<file path="src/rtl/fetch_unit.sv">
// fetch_unit: instruction-fetch stage holding the PC, driving the imem request/ready handshake,
// and applying stall and branch redirect. Optional `FETCH_STATS_EN adds fetch_count/wait_count.
module fetch_unit #(
  parameter logic [31:0] RESET_PC = 32'h0000_0000,
  parameter int unsigned PC_STEP  = 4
) (
  input  logic        clock,
  input  logic        reset,
  input  logic        stall,
  input  logic        pc_src,
  input  logic [31:0] branch_target,
  output logic        imem_req,
  output logic [31:0] imem_addr,
  input  logic        imem_ready,
  input  logic [31:0] imem_rdata,
  output logic [31:0] pc_out,
  output logic [31:0] instruction_out,
  output logic        if_id_load,
  output logic        if_flush
`ifdef FETCH_STATS_EN
  ,
  output logic [31:0] fetch_count,
  output logic [31:0] wait_count
`endif
);

  typedef enum logic [1:0] {FETCH, HOLD, DISCARD} state_t;

  localparam logic [31:0] STEP = 32'(PC_STEP);

  state_t      state, state_next;
  logic [31:0] pc, pc_next;
  logic [31:0] old_addr, old_addr_next;
  logic [31:0] hold_instr, hold_instr_next;
  logic [31:0] pc_out_next, instr_next;
  logic [31:0] pc_inc;
  logic        load_next;
  logic        started;
  logic        accept;

  // started keeps the request low until the first edge after reset releases.
  assign imem_req  = started && (state != HOLD);
  assign imem_addr = (state == DISCARD) ? old_addr : pc;
  assign accept    = imem_req && imem_ready;
  assign pc_inc    = pc + STEP;

  always_comb begin
    state_next      = state;
    pc_next         = pc;
    old_addr_next   = old_addr;
    hold_instr_next = hold_instr;
    pc_out_next     = pc_out;
    instr_next      = instruction_out;
    load_next       = 1'b0;
    case (state)
      FETCH: begin
        if (pc_src) begin
          pc_next = branch_target;
          // An unanswered request must stay on the bus at its old address until ready.
          if (started && !imem_ready) begin
            old_addr_next = pc;
            state_next    = DISCARD;
          end
        end else if (accept) begin
          if (stall) begin
            hold_instr_next = imem_rdata;
            state_next      = HOLD;
          end else begin
            pc_out_next = pc;
            instr_next  = imem_rdata;
            load_next   = 1'b1;
            pc_next     = pc_inc;
          end
        end
      end
      HOLD: begin
        if (pc_src) begin
          pc_next    = branch_target;
          state_next = FETCH;
        end else if (!stall) begin
          pc_out_next = pc;
          instr_next  = hold_instr;
          load_next   = 1'b1;
          pc_next     = pc_inc;
          state_next  = FETCH;
        end
      end
      DISCARD: begin
        if (pc_src) pc_next = branch_target;
        if (imem_ready) state_next = FETCH;
      end
      default: state_next = FETCH;
    endcase
  end

  always_ff @(posedge clock or negedge reset) begin
    if (!reset) begin
      state           <= FETCH;
      pc              <= RESET_PC;
      old_addr        <= 32'h0;
      hold_instr      <= 32'h0;
      pc_out          <= 32'h0;
      instruction_out <= 32'h0;
      if_id_load      <= 1'b0;
      if_flush        <= 1'b0;
      started         <= 1'b0;
    end else begin
      state           <= state_next;
      pc              <= pc_next;
      old_addr        <= old_addr_next;
      hold_instr      <= hold_instr_next;
      pc_out          <= pc_out_next;
      instruction_out <= instr_next;
      if_id_load      <= load_next;
      if_flush        <= pc_src;
      started         <= 1'b1;
    end
  end

`ifdef FETCH_STATS_EN
  always_ff @(posedge clock or negedge reset) begin
    if (!reset) begin
      fetch_count <= 32'h0;
      wait_count  <= 32'h0;
    end else begin
      if (load_next) fetch_count <= fetch_count + 32'd1;
      if (imem_req && !imem_ready) wait_count <= wait_count + 32'd1;
    end
  end
`endif

endmodule

</file>
<file path="config.mk">
export PLATFORM = sky130hd
export DESIGN_NAME = fetch_unit
export DESIGN_NICKNAME = d
export VERILOG_FILES = /design/src/rtl/fetch_unit.sv
export SDC_FILE = /design/constraint.sdc
export NUM_CORES = 1
export LEC_CHECK = 0
export ABC_AREA = 1
export CORE_MARGIN = 3
export CORE_UTILIZATION = 45
export DETAILED_ROUTE_END_ITERATION = 12
export MAX_ROUTING_LAYER = met4
export PLACE_DENSITY_LB_ADDON = 0.15
export SYNTH_ARGS = -nofsm -noshare
export SYNTH_HDL_FRONTEND = slang
export SYNTH_SLANG_ARGS = --single-unit
</file>
<file path="constraint.sdc">
create_clock -name clock -period 2.08 [get_ports clock]
set_input_delay 0.416 -clock clock [delete_from_list [all_inputs] [get_ports clock]]
set_output_delay 0.416 -clock clock [all_outputs]
set_load 0.05 [all_outputs]
</file>
==> flow_summary.toml <==
[run_status]
run_status = "finished with violations"
violations = "setup timing"

[sta]
timing.final.max_slew_violations = 0
finalClockSkew_ns = 0.007405
finalHoldViolCount = 0
final.hold.worst_slack_ns = 0.4790
max_clock_freq_ghz = 0.4683
max-slew-margin-rel_pct = 61.56
setup_slack_ns = -0.05527
fin_crit_sh_pct = 102.7
worst_slew_pin_slew_ns = 0.5757
totalNegativeSetupSlack_ns = -0.8136
rsz0062_at_grt = "yes"
setup_viol_count_final = 24
min_period_ns = 2.135

[worst_setup_path]
worst-endpoint-arrival_ns = 1.72
crit_top_cell = "buf_12"
critical_path.slowest_cell = "dfrtp_1"
terminus_of_the_critical_flop_to_flop_path = "pc[30]$_DFFE_PN0P_"
worstPathRequired_ns = 1.66
setup.worst_path.start_class = "flip-flop"
critPathMaxStageDelay_ns = 0.39
reg2regPathDepth = 9
crit-reg2reg-launch = "pc[9]$_DFFE_PN0P_"
worst_setup_path_end_kind = "output port"
reg2reg_slack_ns = 0.27
timing.critical_path.cells = "inv_2, nor2_4, buf_12, buf_6, nand2_1, o21ai_2, buf_12"
path_max_fanout = 8
crit_type = "reg2out"

[cts]
h_tree_level_count = 4
clock_tree_from_tritoncts = "yes"
cts_buffers = 17
cts_root_buffer = "clkbuf_16"
cts.sinks = 165
clk_pin_slew_worst_paths_ns = 0.07
cts.path.max_buffers = 2
clock_insertion_delay_worst_skew_ns = 0.44

[synth]
muxShareOfSynthArea_pct = 0
ys_dominant_reg_cell = "dfrtp_1"
async_reset_ff_share_pct = 100.0
synth.cells.most_frequent = "nand2_1 (415), dfrtp_1 (165), nor2_1 (128), o21ai_0 (116), inv_1 (45)"
synth_most_common_cell = "nand2_1"
library_cell_with_the_largest_summed_area_after_synthesis = "dfrtp_1"
mapped_avg_cell_area_um2 = 7.569
netlist_area_mm2 = 0.007781
synthTopCellsByArea = "dfrtp_1 (53%), nand2_1 (20%), o21ai_0 (7.5%)"
synth_cell_types = 28
netlist.area_leader.share_pct = 53.06
synth-compound-area-share_pct = 11.35
synth_xor_xnor_area_share_pct = 0.1126
postSynthRegisterBits = 165
synth_simple_gate_area_share_pct = 29.65
netlist_instances = 1028
synth_seq_area_share_pct = 53.06
synth.yosys.warnings = 0
post_synth_fa_ha_maj_area_fraction_pct = 0.1608
main_combinational_cell_family_by_area_after_synthesis = "simple AND/OR/NAND/NOR gates"
synth_nets = 1098
synth_edf_count = 0

[die]
core.rowCount = 47
initial_core_util_pct = 46.43
die_width_um = 137.5
boundaryPins = 168
die-height_um = 137.5
fp.coreArea_mm2 = 0.01676
design.die.area_mm2 = 0.01890

[global_route]
grtUsageTotal_pct = 23.40
first_global_vias = 6839
grt_antenna_before_repair = 0
grt_first_pass_wirelength_mm = 33.85
grt_max_degree = 66
global_route.overflow_total = 0

[route]
drc_violations_left = 0
num_vias = 7462
drtPass1Iterations = 5
drt-total-wl_mm = 22.69
detail_route.iter0.violations = 624
routed_via_density = 5.215
routed_wire_length_per_instance_um = 15.86
route.antenna.remaining_nets = 0

[min_path]
worstHoldEndpoint = "hold_instr[22]$_DFFE_PN0P_"
min-delay-path-class = "reg2reg"
count_of_cells_along_the_worst_hold_path = 2
min-delay-start = "hold_instr[22]$_DFFE_PN0P_"

[flow_run]
cap_violations = 0

[power]
power.density_cell_area_mw_per_mm2 = 1254
totalPowerFinal_uw = 13950
vdd_drop_max_v = 0.0007624
leakage_uw = 0.005191

[final_layout]
area_delta_synth_final_pct = 43.03
final_core_util_pct = 66.41
antenna-diode-count = 0
fin_area_mm2 = 0.01113
drive_above_1_share_pct = 12.96
nets = 1268

[placed_design]
post_dp_cell_area_mm2 = 0.01013
dp.final_hpwl_mm = 14.62
io_buffer_count = 167
globalplace.congestion = 0.9320
## cell families (layout without fill, tap and decap cells)
logic type / after synthesis / count (layout)
flip-flops: 165 / 165
AND/OR/NAND/NOR: 592 / 592
XOR/XNOR: 1 / 1
adder cells (fa/ha/maj): 1 / 1
buffers and inverters: 102 / 285
AO/OA/AOI/OAI: 166 / 166
other: 1 / 1
## final cells by class
type                       instances  area, um^2
inverter                          52       195.2
multi-input combinational        761        3416
clock inverter                    14       175.2
clock buffer                      18       439.2
sequential                       165        4130
fill                            1432        5630
tap                              220       275.3
timing repair buffer             201        2499
## power by group
group          total, uW  switching, uW  leakage (uW)  internal [uW]
Clock               3330           1400      0.000287           1930
Sequential          4750            635       0.00201           4120
Combinational       5870           3690       0.00289           2180
## cells in the final DEF (no fill, tap or decap), types with 2 or more instances in the layout
cell type and n:
nand2_1 407, buf_4 17, a31oi_1 32, buf_6 4, a21oi_1 4, dlymetal6s2s_1 12
inv_2 6, clkinvlp_4 5, nand3_1 38, o21ai_1 9, o211ai_1 2, clkinv_2 2
o21ai_0 84, nor2_1 126, nand4_1 4, o21ai_4 6, buf_12 43, nand2_2 9
inv_6 3, clkdlybuf4s50_1 118, bufinv_16 3, o31ai_1 2, clkbuf_16 21, o21ai_2 26
dfrtp_1 164, nor2_2 3, nor2_4 2, inv_1 45
## worst max-delay path, delay by kind of cell (launching register included)
family / cells / cell delay [ns]
AOI/OAI and AO/OA: 1 / 0.09
buffers and inverters: 4 / 0.59
DFF: 1 / 0.39
and+or+nand+nor: 2 / 0.21
## metrics by stage
step	setup WS (ns)	instances
2_1_floorplan	-0.2916	1028
3_3_place_gp	0.1075	1390
3_5_place_dp	0.04171	1390
4_1_cts	-0.06936	1423
5_1_grt	-0.1124	1431
6_report	-0.05527	1431
## routing by layer
metal	global-route usage, %	up-vias	wire length (um)
li1	-	3624	-
met1	30.51	3533	9664
met2	36.82	277	11030
met3	5.186	28	1572
met4	7.095	0	425
met5	-	-	0
## state kept, by name, indices dropped and copies added (netlist names)
name,count
old_addr,32
started,1
hold_instr,32
if_id_load,1
state,2
if_flush,1
pc_out,32
pc,32
instruction_out,32
## worst max-delay path by stage
| stage | start | to | slack (ns) | cells after the start |
|---|---|---|---|---|
| floorplan | state[1]$_DFFE_PN0P_ | imem_addr[10] | -0.29 | 5 |
| global placement | stall | instruction_out[1]$_DFFE_PN0P_ | 0.11 | 8 |
| detailed placement | pc_src | pc[8]$_DFFE_PN0P_ | 0.04 | 7 |
| CTS | state[0]$_DFFE_PN0P_ | imem_addr[29] | -0.07 | 5 |
| global route | state[1]$_DFFE_PN0P_ | imem_addr[7] | -0.11 | 7 |
| finish | state[1]$_DFFE_PN0P_ | imem_addr[1] | -0.06 | 7 |
## what timing repair did
item / 4_1_cts / 5_1_grt
gates resized for setup: 18 / 74
cloned: 0 / 7
endpoints found under the hold margin: 41 / 0
setup buffers: 0 / 1
hold buffers: 1 / 0
endpoints found under the setup margin: 34 / 45
pin swaps: 0 / 1
Power figures use the tool's default switching activity.
